==> src/rtl/uart_pkg.sv <==
// rtl/uart_pkg.sv - shared UART definitions: FSM states, frame constants, parity helper
package uart_pkg;

  typedef enum logic [2:0] {
    IDLE,
    START,
    DATA,
    PARITY,
    STOP
  } uart_state_e;

  localparam int BIT_TICKS = 16;
  localparam int DATA_BITS = 8;

  // Bit that makes the total count of ones in data plus parity odd.
  function automatic logic odd_parity(input logic [7:0] b);
    return ~(^b);
  endfunction

endpackage

==> src/rtl/uart_tx_if.sv <==
// rtl/uart_tx_if.sv - byte write port of the UART transmitter
interface uart_tx_if;
  logic [7:0] data_in;
  logic       data_wr;
  logic       full;
  logic       overflow;
  logic       busy;

  modport master (output data_in, data_wr, input full, overflow, busy);
  modport slave  (input data_in, data_wr, output full, overflow, busy);
endinterface

==> src/rtl/uart_tx_fifo.sv <==
// rtl/uart_tx_fifo.sv - synchronous byte FIFO feeding the UART transmitter
module uart_tx_fifo #(
  parameter int DEPTH = 4
) (
  input  logic                     clk,
  input  logic                     rst_n,
  input  logic                     push,
  input  logic                     pop,
  input  logic [7:0]               din,
  output logic [7:0]               dout,
  output logic                     full,
  output logic                     empty,
  output logic [$clog2(DEPTH):0]   count
);
  localparam int AW = $clog2(DEPTH);
  localparam logic [AW:0] FULL_COUNT = (AW + 1)'(DEPTH);

  logic [7:0]    mem [DEPTH];
  logic [AW-1:0] wr_ptr;
  logic [AW-1:0] rd_ptr;
  logic          do_push;
  logic          do_pop;

  assign full    = (count == FULL_COUNT);
  assign empty   = (count == '0);
  assign do_push = push & ~full;
  assign do_pop  = pop & ~empty;
  assign dout    = mem[rd_ptr];

  // Power-of-two depth lets the pointers wrap by plain overflow.
  always_ff @(posedge clk or negedge rst_n) begin
    if (!rst_n) begin
      wr_ptr <= '0;
      rd_ptr <= '0;
      count  <= '0;
    end else begin
      if (do_push) wr_ptr <= wr_ptr + AW'(1);
      if (do_pop)  rd_ptr <= rd_ptr + AW'(1);
      unique case ({do_push, do_pop})
        2'b10:   count <= count + (AW + 1)'(1);
        2'b01:   count <= count - (AW + 1)'(1);
        default: count <= count;
      endcase
    end
  end

  always_ff @(posedge clk) begin
    if (do_push) mem[wr_ptr] <= din;
  end
endmodule

==> src/rtl/uart_tx.sv <==
// rtl/uart_tx.sv - 8N1/8O1 UART transmitter on the 16x baud_clk
// UART_TX_FIFO_EN selects a FIFO_DEPTH-entry FIFO instead of a single holding register.
module uart_tx
  import uart_pkg::*;
#(
  parameter int FIFO_DEPTH = 4
) (
  input  logic       baud_clk,
  input  logic       rst_n,
  input  logic       parity_en,
  uart_tx_if.slave   wr,
  output logic       tx,
  output logic       tx_done
);
  if (FIFO_DEPTH < 2 || (FIFO_DEPTH & (FIFO_DEPTH - 1)) != 0) begin : g_depth_check
    $error("uart_tx: FIFO_DEPTH must be a power of two >= 2");
  end

  uart_state_e state_q, state_d;
  logic [3:0]  tick_q, tick_d;
  logic [2:0]  bit_idx_q, bit_idx_d;
  logic [7:0]  shift_q, shift_d;
  logic        par_en_q, par_en_d;
  logic        tx_d;
  logic        done_d;
  logic        last_tick;
  logic        push;
  logic        pop;
  logic        buf_full;
  logic        buf_empty;
  logic        buf_pending;
  logic [7:0]  buf_data;

  // full is judged before any same-cycle pop, so a write while full is always dropped.
  assign push        = wr.data_wr & ~buf_full;
  assign wr.full     = buf_full;
  assign wr.overflow = wr.data_wr & buf_full;
  assign wr.busy     = (state_q != IDLE) | buf_pending;

`ifdef UART_TX_FIFO_EN
  logic [$clog2(FIFO_DEPTH):0] fifo_count;

  uart_tx_fifo #(.DEPTH(FIFO_DEPTH)) u_fifo (
    .clk   (baud_clk),
    .rst_n (rst_n),
    .push  (push),
    .pop   (pop),
    .din   (wr.data_in),
    .dout  (buf_data),
    .full  (buf_full),
    .empty (buf_empty),
    .count (fifo_count)
  );
  assign buf_pending = (fifo_count != '0);
`else
  logic       hold_valid;
  logic [7:0] hold_data;

  always_ff @(posedge baud_clk or negedge rst_n) begin
    if (!rst_n) begin
      hold_valid <= 1'b0;
      hold_data  <= '0;
    end else if (push) begin
      hold_valid <= 1'b1;
      hold_data  <= wr.data_in;
    end else if (pop) begin
      hold_valid <= 1'b0;
    end
  end

  assign buf_full    = hold_valid;
  assign buf_empty   = ~hold_valid;
  assign buf_pending = hold_valid;
  assign buf_data    = hold_data;
`endif

  assign last_tick = (tick_q == 4'(BIT_TICKS - 1));

  always_ff @(posedge baud_clk or negedge rst_n) begin
    if (!rst_n) begin
      state_q   <= IDLE;
      tick_q    <= '0;
      bit_idx_q <= '0;
      shift_q   <= '0;
      par_en_q  <= 1'b0;
      tx        <= 1'b1;
      tx_done   <= 1'b0;
    end else begin
      state_q   <= state_d;
      tick_q    <= tick_d;
      bit_idx_q <= bit_idx_d;
      shift_q   <= shift_d;
      par_en_q  <= par_en_d;
      tx        <= tx_d;
      tx_done   <= done_d;
    end
  end

  // The line level is registered from the current state, so tx trails the FSM by one clock.
  always_comb begin
    state_d   = state_q;
    tick_d    = (state_q == IDLE) ? 4'd0 : tick_q + 4'd1;
    bit_idx_d = bit_idx_q;
    shift_d   = shift_q;
    par_en_d  = par_en_q;
    tx_d      = 1'b1;
    done_d    = 1'b0;
    pop       = 1'b0;
    unique case (state_q)
      IDLE: begin
        if (!buf_empty) begin
          pop      = 1'b1;
          shift_d  = buf_data;
          par_en_d = parity_en;
          state_d  = START;
        end
      end
      START: begin
        tx_d = 1'b0;
        if (last_tick) begin
          state_d   = DATA;
          bit_idx_d = '0;
        end
      end
      DATA: begin
        tx_d = shift_q[bit_idx_q];
        if (last_tick) begin
          if (bit_idx_q == 3'(DATA_BITS - 1)) state_d = par_en_q ? PARITY : STOP;
          else                                bit_idx_d = bit_idx_q + 3'd1;
        end
      end
      PARITY: begin
        tx_d = odd_parity(shift_q);
        if (last_tick) state_d = STOP;
      end
      STOP: begin
        tx_d = 1'b1;
        if (last_tick) begin
          done_d = 1'b1;
          if (!buf_empty) begin
            pop      = 1'b1;
            shift_d  = buf_data;
            par_en_d = parity_en;
            state_d  = START;
          end else begin
            state_d = IDLE;
          end
        end
      end
      default: state_d = IDLE;
    endcase
  end
endmodule

==> src/flat_wrapper.sv <==
// flat-port wrapper written by rule: the top's interface ports become plain ports
module uart_tx_flat import uart_pkg::*;
#(
  parameter int FIFO_DEPTH = 4
)
  (baud_clk, rst_n, parity_en, tx, tx_done, wr_data_in, wr_data_wr, wr_full, wr_overflow, wr_busy);
  uart_tx_if wr_i ();
  input  logic baud_clk;
  input  logic rst_n;
  input  logic parity_en;
  output logic tx;
  output logic tx_done;
  input wire logic [$bits(wr_i.data_in)-1:0] wr_data_in;
  input wire logic [$bits(wr_i.data_wr)-1:0] wr_data_wr;
  output wire logic [$bits(wr_i.full)-1:0] wr_full;
  output wire logic [$bits(wr_i.overflow)-1:0] wr_overflow;
  output wire logic [$bits(wr_i.busy)-1:0] wr_busy;
  assign wr_i.data_in = wr_data_in;
  assign wr_i.data_wr = wr_data_wr;
  assign wr_full = wr_i.full;
  assign wr_overflow = wr_i.overflow;
  assign wr_busy = wr_i.busy;
  uart_tx #(.FIFO_DEPTH(FIFO_DEPTH)) u_core (.baud_clk(baud_clk), .rst_n(rst_n), .parity_en(parity_en), .wr(wr_i), .tx(tx), .tx_done(tx_done));
endmodule
==> config.mk <==
export PLATFORM = sky130hd
export DESIGN_NAME = uart_tx_flat
export DESIGN_NICKNAME = d
export VERILOG_FILES = /design/src/rtl/uart_pkg.sv /design/src/rtl/uart_tx_if.sv /design/src/rtl/uart_tx_fifo.sv /design/src/rtl/uart_tx.sv /design/src/flat_wrapper.sv
export SDC_FILE = /design/constraint.sdc
export NUM_CORES = 1
export LEC_CHECK = 0
export CORE_MARGIN = 3
export CORE_UTILIZATION = 55
export DETAILED_ROUTE_END_ITERATION = 8
export PLACE_DENSITY = 0.78
export SETUP_SLACK_MARGIN = 0.1
export SYNTH_ARGS = -nofsm -noshare
export SYNTH_HDL_FRONTEND = slang
export SYNTH_SLANG_ARGS = --single-unit
==> constraint.sdc <==
create_clock -name baud_clk -period 2.71 [get_ports baud_clk]
set_clock_uncertainty 0.1 [all_clocks]
set_input_delay 0.813 -clock baud_clk [delete_from_list [all_inputs] [get_ports baud_clk]]
set_output_delay 0.813 -clock baud_clk [all_outputs]
set_load 0.005 [all_outputs]
# == After elaboration in Yosys (flattened, before gate mapping) ==
# Cells that the tools add are included.
# Widths: inputs -> output; s select.
# word_totals
input_bits,12
regBits,30
output_inout_bits,5
# op_classes
n_addsub,2
bitwise,5
n_eq_ne,13
n_reduce_logical,9
mux,30
n_lt_le_gt_ge,1
# op_table
operator,n
$mux 3,10
$mux 8,2
$pmux 8 s2,1
$pmux 3 s5,1
$ne 2x1->1 const B,6
$mux 1,10
$reduce_xor 8->1,1
$eq 3x2->1 const B,2
$eq 3x3->1 const B,2
$pmux 3 s2,1
$reduce_and 6->1,1
$reduce_bool 2->1,3
$add 4x1->4 const B,1
$eq 4x4->1 const B,1
$lt 3x4->1 const B,1
$mux 4,1
$pmux 1 s2,2
$reduce_and 4->1,1
$add 3x1->3 const B,1
$bmux 1 s3,1
$eq 3x1->1 const B,1
$logic_not 3->1,1
$pmux 1 s3,1
$reduce_bool 3->1,1
other kinds (5),7

# == Logic depth before layout (Yosys ltp) ==
# Gate-level depths: netlist of run 1.
# depth
word_depth,5
depth_mapped,6

# == Worst setup path before layout of run 1 ==
# No wires, ideal clock.
# synth_timing
kind,register to output
startpoint,reg u_core.state_q[2]
endpoint,out wr_busy
path_stages_with_launch,4
n_path_buf,1
arrival_time_ps,1024
slack_ps,773
path_cell_list,dfrtp_1 -> buf_2 -> nor3_1 -> nand2b_1
# synth_via
elab_chain_len,2
# synth_lines
element,line_no,text
"start, declared",uart_tx.sv:19,"uart_state_e state_q, state_d;"
"start signal, assigned",uart_tx.sv:89,state_q <= state_d;
$reduce_bool 3->1,uart_tx.sv:38,assign wr.busy = (state_q != IDLE) | buf_pending;
$or 1x1->1,uart_tx.sv:38,
"end, declared",flat_wrapper.sv:17,output wire logic [$bits(wr_i.busy)-1:0] wr_busy;
# Every way passes these cells.

# == Worst setup path after layout of run 1 ==
# layout_timing
startpoint,in wr_data_wr
endpoint,out wr_overflow
# layout_via
elab_chain_len,1
# layout_lines
element,line_no,text
"start, declared",flat_wrapper.sv:14,input wire logic [$bits(wr_i.data_wr)-1:0] wr_data_wr;
$and 1x1->1,uart_tx.sv:37,assign wr.overflow = wr.data_wr & buf_full;
"end, declared",flat_wrapper.sv:16,output wire logic [$bits(wr_i.overflow)-1:0] wr_overflow;
# Every way passes these cells.

==> results of run 1 <==
## power by group
group	switching, mW	leakage, nW	internal [mW]
logic	0.326	0.353	0.500
clock network	0.147	0.0353	0.126
registers	0.161	0.366	0.642
## worst paths after layout
check	startpoint	end	cells past startpoint
setup reg to reg	u_core.bit_idx_q[1]$_DFFE_PN0P_	u_core.bit_idx_q[0]$_DFFE_PN0P_	6
min in group asynchronous	rst_n	u_core.state_q[1]$_DFFE_PN0P_	2
max in group asynchronous	rst_n	u_core.tx$_DFF_PN1_	2
hold / removal	u_core.tick_q[0]$_DFF_PN0_	u_core.tick_q[0]$_DFF_PN0_	1
hold reg to reg	u_core.tick_q[0]$_DFF_PN0_	u_core.tick_q[0]$_DFF_PN0_	1
setup / recovery	wr_data_wr	wr_overflow	3
## metrics by stage
step | worst slack [ns] | hold WS, ns | instances | TNS [ns] | instance area [um2]
after CTS | 0.158 | 0.394 | 175 | 0 | 1790
final | 0.162 | 0.383 | 175 | 0 | 1800
after global placement | -0.0990 | 0.342 | 167 | -0.0990 | 1730
after global routing | 0.111 | 0.430 | 175 | 0 | 1800
after detailed placement | -0.0998 | 0.381 | 167 | -0.0998 | 1730
after floorplan | 0.773 | 0.332 | 119 | 0 | 1510
## cells in the mapped netlist, types with 2 or more instances
master    count
mux2_4        9
nand3_1       3
xor2_1        2
dfrtp_1      29
mux2_2       10
nor2b_1       2
nand2_1       4
nor2_1        7
nand2b_1      2
inv_1         5
nor4_1        2
nor3_1        3
mux2i_1       2
ha_1          3
a21oi_1       3
xnor2_1       7
o21ai_0       3
buf_2         2
## registers in the layout, summed over array words and instances, names as in the netlist
| register | flops |
|---|---|
| u_core.bit_idx_q | 3 |
| u_core.par_en_q | 1 |
| u_core.tick_q | 4 |
| u_core.tx_done | 1 |
| u_core.state_q | 3 |
| u_core.shift_q | 8 |
| u_core.tx | 1 |
| u_core.wr.full | 1 |
| u_core.buf_data | 8 |
## cell families after synthesis
family          Yosys count  synth area share
simple gates             30             0.116
flops                    30             0.497
mux                      23             0.199
compound gates           14            0.0794
buf+inv                  10            0.0314
xor+xnor                  9            0.0521
fa+ha+maj                 3            0.0248
## cell type report
| cell class | instances | area share |
|---|---|---|
| repair buffers | 23 | 0.118 |
| clock inverters | 1 | 0.00278 |
| flip-flops and latches | 30 | 0.418 |
| clock buffers | 7 | 0.0306 |
| multi-input cells | 79 | 0.399 |
| well taps | 30 | 0.0209 |
| inverters | 5 | 0.0104 |
## layer usage
metal,global-route usage,wire length [um],vias to the layer above
met5,0,0,-
met4,0.0596,34,0
met3,0.0658,112,5
met2,0.271,1210,17
met1,0.221,1210,461
li1,-,-,472
==> flow_summary_export.csv, run 1 <==
group,metric,value,unit
logic_synthesis,synth_area_per_cell,12.7,um2
global_route,grt_pass1_wl,4300,um
clocking,post_cts_buffers,0,
floorplanning,core_area,0.00254,mm2
logic_synthesis,ys.warnings.count,0,
clocking,cts_sinks,30,
clocking,clockRootBuffer,"clkbuf_4",
setup_path,crit_buf_inv,2,
power_and_ir_drop,p_total,1.90,mW
route,drc_errors,0,
logic_synthesis,seq_area_frac_synth,0.497,
sta,rsz0062_at_grt,"no",
global_route,gr-total-overflow,0,
route,detail_route.wl_per_cell,14.7,um
clocking,h-tree-depth,2,
logic_synthesis,synth_nets,134,
floorplanning,start_util,0.594,
logic_synthesis,ys_ff_latch,30,
route,vias_per_cell,5.46,
power_and_ir_drop,power.leakage,0.754,nW
final_layout,fin_nets,159,
final_layout,final_common_cell,"dfrtp_1",
sta,timing.final.crit_period,2.55,ns
route,drt_wl_total,2570,um
logic_synthesis,yosys.area.top_type,"dfrtp_1",
floorplanning,fp.dieH,58.4,um
route,drtIter0Drc,18,
clocking,cts_tree,"done",
setup_path,cp_max_fo,2,
clocking,clk_latency,0.32,ns
worst_hold_path,hold_class,"reg -> reg",
setup_path,cp_slowest_stage_delay,0.41,ns
final_layout,syn_to_final_growth,18.9,%
logic_synthesis,synthCells,119,
setup_path,critPathTopFamily,"buffers and inverters",
logic_synthesis,synth_ff_type,"dfrtp_1",
logic_synthesis,synth_top_area_share,0.480,
sta,max_slew_margin,0.699,
power_and_ir_drop,ir_drop,0.705,mV
floorplanning,die_w,58.4,um
final_layout,multi_input_area,718,um2
final_layout,layout_common_cells,"29 x dfrtp_1, 15 x clkdlybuf4s50_1, 10 x mux2_2",
setup_path,crit_path_top_delay_cell,"clkdlybuf4s50_1",
placed_design,globalplace.congestion,0.833,
power_and_ir_drop,cellPowerDensity,1060,mW/mm2
global_route,antenna_found_initial,0,
sta,timing.fmax,392,MHz
setup_path,crit_path_end_kind,"primary output",
setup_path,start_kind,"primary input",
setup_path,rrSetupSlack,0.74,ns
logic_synthesis,synth_cell_types,39,
final_layout,final_layout_size_suffix_gt1_frac,0.297,
sta,hold_viol_final,0,
clocking,cts_buffers,5,
run,cap_violations,0,
global_route,grt_max_degree,31,
sta,tightestPinTransition,0.451,ns
global_route,grt_pass1_vias,942,
route,vias,955,
logic_synthesis,synth-edff-count,0,
final_layout,seqCellArea,752,um2
logic_synthesis,synth_area_leaders,"dfrtp_1 48%, mux2_4 8.9%, mux2_2 7.4%, xnor2_1 4.1%, ha_1 2.5%",
logic_synthesis,syn_area,0.00151,mm2
placed_design,dpl.hpwl,1890,um
clocking,holdBufCountCts,0,
setup_path,criticalPathCategory,"in -> out",
route,ant_nets,0,
floorplanning,fp-row-count,18,
final_layout,final_core_util,0.706,
sta,setup_viol,0,
final_layout,nFillCells,184,
clocking,clk_pin_slew,0.09,ns
final_layout,n_antenna_cell,0,
clocking,clock_path_buffers,2,
setup_path,worst_ep_required_time,1.80,ns
setup_path,crit_path_cell_trace,"clkdlybuf4s50_1 > and2_1 > dlygate4sd2_1",
floorplanning,ioPinCount,17,
sta,drv_slew,0,
clocking,cts_resized,1,
outcome,status,"finished clean",
route,dr.pass1.iters,3,
floorplanning,fp.dieArea,0.00342,mm2
sta,fin_crit_sh,0.940,
logic_synthesis,postSynth.asyncResetShare,1.00,
placed_design,numPortBuffers,16,
global_route,grtUsageTotal,0.173,
setup_path,arrival,1.64,ns
(Power assumes the default switching activity.)
==> run 2, diff against run 1 <==
==> constraint.sdc (replaced) <==
create_clock -name baud_clk -period 2.71 [get_ports baud_clk]
set_clock_uncertainty 0.1 [all_clocks]
set_input_delay 0.6775 -clock baud_clk [delete_from_list [all_inputs] [get_ports baud_clk]]
set_output_delay 0.6775 -clock baud_clk [all_outputs]
set_load 0.005 [all_outputs]
==> flow_summary_export.csv, run 2 (synthesized netlist as in run 1, its figures left out) <==
group,metric,value,unit
outcome,status,"finished clean",
route,drt_wl_total,2620,um
route,detail_route.wl_per_cell,15.2,um
clocking,clock_path_buffers,2,
clocking,cts_sinks,30,
final_layout,seqCellArea,752,um2
run,cap_violations,0,
final_layout,fin_nets,157,
clocking,post_cts_buffers,0,
clocking,clockRootBuffer,"clkbuf_4",
placed_design,dpl.hpwl,1950,um
setup_path,start_kind,"primary input",
final_layout,nFillCells,197,
sta,hold_viol_final,0,
route,drc_errors,0,
route,vias,968,
sta,postLayoutSetupSlackWorst,0.135,ns
sta,tightestPinTransition,0.450,ns
sta,timing.fmax,388,MHz
power_and_ir_drop,power.leakage,0.742,nW
route,drtIter0Drc,18,
floorplanning,core_area,0.00254,mm2
clocking,cts_buffers,5,
setup_path,arrival,1.80,ns
floorplanning,fp-row-count,18,
floorplanning,fp.dieH,58.4,um
clocking,cts_resized,1,
route,dr.pass1.iters,4,
sta,setup_viol,0,
final_layout,multi_input_area,718,um2
sta,finalSetupTns,0,ns
route,vias_per_cell,5.60,
sta,max_slew_margin,0.699,
power_and_ir_drop,ir_drop,0.692,mV
floorplanning,die_w,58.4,um
global_route,gr-total-overflow,0,
power_and_ir_drop,cellPowerDensity,1060,mW/mm2
setup_path,crit_path_end_kind,"primary output",
clocking,clk_latency,0.32,ns
sta,whs,0.385,ns
clocking,cts_tree,"done",
setup_path,criticalPathCategory,"in -> out",
global_route,grtUsageTotal,0.191,
final_layout,layout_common_cells,"29 x dfrtp_1, 16 x clkdlybuf4s50_1, 10 x mux2_2",
worst_hold_path,hold_class,"reg -> reg",
final_layout,syn_to_final_growth,17.9,%
setup_path,cp_max_fo,3,
clocking,clk_pin_slew,0.09,ns
clocking,holdBufCountCts,0,
floorplanning,ioPinCount,17,
final_layout,final_layout_size_suffix_gt1_frac,0.287,
global_route,antenna_found_initial,0,
placed_design,place_ws,0.132,ns
sta,timing.final.crit_period,2.58,ns
global_route,grt_pass1_wl,4740,um
final_layout,final_cells,173,
floorplanning,fp.dieArea,0.00342,mm2
final_layout,n_antenna_cell,0,
clocking,h-tree-depth,2,
sta,fin_crit_sh,0.950,
power_and_ir_drop,p_total,1.90,mW
sta,rsz0062_at_grt,"no",
final_layout,final_common_cell,"dfrtp_1",
route,ant_nets,0,
placed_design,numPortBuffers,16,
placed_design,globalplace.congestion,0.883,
global_route,grt_max_degree,31,
floorplanning,start_util,0.594,
placed_design,placed_cells,165,
global_route,grt_pass1_vias,1016,
sta,drv_slew,0,
setup_path,worst_ep_required_time,1.93,ns
## run 2: changes by cell type in the layout (fill, tap and decap cells not counted), sizes merged
cell | previous run | this run
buf | 7 | 5
dlygate4sd2 | 1 | 0
clkdlybuf4s50 | 15 | 16
## run 2: per-stage QoR
stage               cell area, um2   util
finish                        1780  0.701
global route                  1780  0.701
CTS                           1780  0.701
detailed placement            1720  0.676
global placement              1720  0.676
floorplan                     1510      -
## run 2: cell type report
cell class,count,share of cell area
clock inverter,1,0.00281
sequential,30,0.421
tap,30,0.0210
clock buffer,7,0.0309
timing repair buffer,21,0.111
multi-input combinational,79,0.403
inverter,5,0.0105
## run 2: critical path: stages
cell	delay, ns
clkdlybuf4s50_1	0.50
and2_1	0.13
clkdlybuf4s50_1	0.49
## run 2: routing by layer
layer	vias to the layer above	global-route usage	wire length (um)
met3	2	0.0724	118
met1	472	0.235	1160
li1	470	-	-
met4	0	0.0795	24
met5	-	0	0
met2	24	0.301	1320
## run 2: path summary, 6_finish.rpt
path                                                 startpoint                         endpoint  slack [ns]  cells after the start
worst min register to register       u_core.tick_q[0]$_DFF_PN0_       u_core.tick_q[0]$_DFF_PN0_        0.39                      1
worst max-delay path                                 wr_data_wr                      wr_overflow        0.13                      3
worst max register to register  u_core.bit_idx_q[1]$_DFFE_PN0P_  u_core.bit_idx_q[0]$_DFFE_PN0P_        0.72                      6
worst min-delay path                 u_core.tick_q[0]$_DFF_PN0_       u_core.tick_q[0]$_DFF_PN0_        0.39                      1
min in group asynchronous                                 rst_n  u_core.bit_idx_q[0]$_DFFE_PN0P_        0.63                      2
max in group asynchronous                                 rst_n              u_core.tx$_DFF_PN1_        1.57                      2
## run 2: power breakdown
group / internal (mW) / total, mW / leakage [nW] / switching (mW)
Combinational: 0.494 / 0.826 / 0.341 / 0.332
Sequential: 0.642 / 0.794 / 0.366 / 0.152
Clock: 0.126 / 0.276 / 0.0353 / 0.151
==> run 3, diff against run 2 <==
--- a/config.mk
+++ b/config.mk
@@ -5,10 +5,12 @@
 export SDC_FILE = /design/constraint.sdc
 export NUM_CORES = 1
 export LEC_CHECK = 0
+export CELL_PAD_IN_SITES_DETAIL_PLACEMENT = 1
+export CELL_PAD_IN_SITES_GLOBAL_PLACEMENT = 1
 export CORE_MARGIN = 3
-export CORE_UTILIZATION = 55
+export CORE_UTILIZATION = 48
 export DETAILED_ROUTE_END_ITERATION = 8
-export PLACE_DENSITY = 0.78
+export PLACE_DENSITY_LB_ADDON = 0.1
 export SETUP_SLACK_MARGIN = 0.1
 export SYNTH_ARGS = -nofsm -noshare
 export SYNTH_HDL_FRONTEND = slang
==> flow_summary_export.csv, run 3 (synthesized netlist as in run 1, its figures left out) <==
group,metric,value,unit
power_and_ir_drop,ir_drop,0.701,mV
global_route,grt_pass1_vias,1082,
power_and_ir_drop,power.leakage,0.777,nW
floorplanning,core_area,0.00288,mm2
outcome,status,"finished clean",
route,detail_route.wl_per_cell,17.4,um
sta,max_slew_margin,0.679,
global_route,grt_max_degree,31,
sta,drv_slew,0,
floorplanning,ioPinCount,17,
setup_path,r2r_cells,6,
clocking,cts_tree,"done",
sta,finalSetupTns,0,ns
placed_design,globalplace.congestion,0.732,
clocking,h-tree-depth,2,
clocking,clock_path_buffers,2,
floorplanning,fp.dieArea,0.00386,mm2
floorplanning,start_util,0.526,
setup_path,arrival,1.67,ns
clocking,cts_sinks,30,
sta,hold_viol_final,0,
setup_path,endpoint,"wr_busy",
floorplanning,fp.dieH,62.1,um
setup_path,start_kind,"flop",
route,vias_per_cell,5.35,
final_layout,final_common_cell,"dfrtp_1",
setup_path,crit_path_cell_trace,"nor3_2 > nand2b_1 > clkdlybuf4s50_1",
sta,setup_viol,0,
setup_path,worst_ep_required_time,1.93,ns
run,cap_violations,0,
placed_design,numPortBuffers,16,
floorplanning,die_w,62.1,um
sta,rsz0062_at_grt,"no",
setup_path,cp_max_fo,5,
worst_hold_path,hold_class,"reg -> reg",
final_layout,layout_common_cells,"29 x dfrtp_1, 15 x clkdlybuf4s50_1, 10 x mux2_2",
setup_path,startpoint,"u_core.state_q[1]$_DFFE_PN0P_",
setup_path,crit_path_top_delay_cell,"clkdlybuf4s50_1",
final_layout,n_antenna_cell,0,
power_and_ir_drop,cellPowerDensity,1160,mW/mm2
route,dr.pass1.iters,4,
setup_path,r2r_start,"u_core.bit_idx_q[1]$_DFFE_PN0P_",
clocking,clk_pin_slew,0.10,ns
final_layout,fin_nets,157,
route,drt_wl_total,3230,um
global_route,antenna_found_initial,0,
route,drc_errors,0,
setup_path,criticalPathCategory,"reg -> out",
sta,tightestPinTransition,0.481,ns
setup_path,worst_r2r_endpoint,"u_core.bit_idx_q[0]$_DFFE_PN0P_",
setup_path,cp_slowest_stage_delay,0.46,ns
sta,fin_crit_sh,0.905,
final_layout,syn_to_final_growth,22.5,%
route,drtIter0Drc,31,
setup_path,crit_path_end_kind,"primary output",
route,vias,990,
clocking,clk_latency,0.33,ns
clocking,post_cts_buffers,0,
sta,timing.fmax,408,MHz
sta,timing.final.crit_period,2.45,ns
placed_design,dpl.hpwl,2330,um
route,ant_nets,0,
clocking,cts_buffers,5,
global_route,grtUsageTotal,0.185,
final_layout,final_core_util,0.644,
global_route,grt_pass1_wl,5530,um
global_route,gr-total-overflow,0,
floorplanning,fp-row-count,19,
setup_path,rrSetupSlack,0.69,ns
final_layout,final_layout_size_suffix_gt1_frac,0.294,
clocking,clockRootBuffer,"clkbuf_4",
## run 3: power breakdown
| part | total [mW] | switching [mW] | internal, mW | leakage [nW] |
|---|---|---|---|---|
| clock network | 0.474 | 0.162 | 0.312 | 0.0585 |
| logic | 0.856 | 0.363 | 0.493 | 0.353 |
| registers | 0.811 | 0.168 | 0.642 | 0.366 |
| total | 2.14 | 0.694 | 1.45 | 0.777 |
## run 3: routing by layer
layer,track usage,vias up,part of all wire
li1,-,465,-
met1,0.237,490,0.43
met2,0.289,25,0.49
met3,0.0523,10,0.051
met4,0.0912,0,0.029
met5,0,-,0
## run 3: timing repair
| item | in CTS | in global routing |
|---|---|---|
| cloned | 0 | 0 |
| endpoints found under the setup margin | 1 | 1 |
| hold buffers | 0 | 0 |
| gates resized for setup | 1 | 1 |
## run 3: worst min path at each step
stage                                from                              end  cells after the start
6_report       u_core.tick_q[0]$_DFF_PN0_       u_core.tick_q[0]$_DFF_PN0_                      1
5_1_grt        u_core.tick_q[0]$_DFF_PN0_       u_core.tick_q[0]$_DFF_PN0_                      1
4_1_cts        u_core.tick_q[0]$_DFF_PN0_       u_core.tick_q[0]$_DFF_PN0_                      1
3_5_place_dp   u_core.tick_q[0]$_DFF_PN0_       u_core.tick_q[0]$_DFF_PN0_                      1
3_3_place_gp   u_core.tick_q[0]$_DFF_PN0_       u_core.tick_q[0]$_DFF_PN0_                      1
2_1_floorplan                       rst_n  u_core.bit_idx_q[0]$_DFFE_PN0P_                      0
## run 3: area by class of cell
| type | count | area, um2 |
|---|---|---|
| multi-input combinational | 79 | 718 |
| sequential | 30 | 752 |
| tap | 42 | 52.6 |
| clock buffer | 6 | 51.3 |
| inverter | 5 | 18.8 |
| fill | 284 | 1020 |
| clock inverter | 2 | 60.1 |
| timing repair buffer | 21 | 200 |
## run 3: worst max-delay path, delay by kind of cell (launching register included)
kind | cells | cell delay (ns)
flip-flops | 1 | 0.42
AND/OR/NAND/NOR | 2 | 0.46
buffers and inverters | 1 | 0.46
## run 3: stage by stage
step	setup slack, ns	cells	hold WS [ns]	cell area (um2)	power (mW)
3_3_place_gp	0.155	177	0.346	1730	1.59
2_1_floorplan	0.898	119	0.282	1510	1.44
5_1_grt	0.112	185	0.428	1850	2.27
4_1_cts	0.128	185	0.392	1850	2.15
6_report	0.258	185	0.385	1850	2.14
3_5_place_dp	0.132	177	0.377	1730	1.67
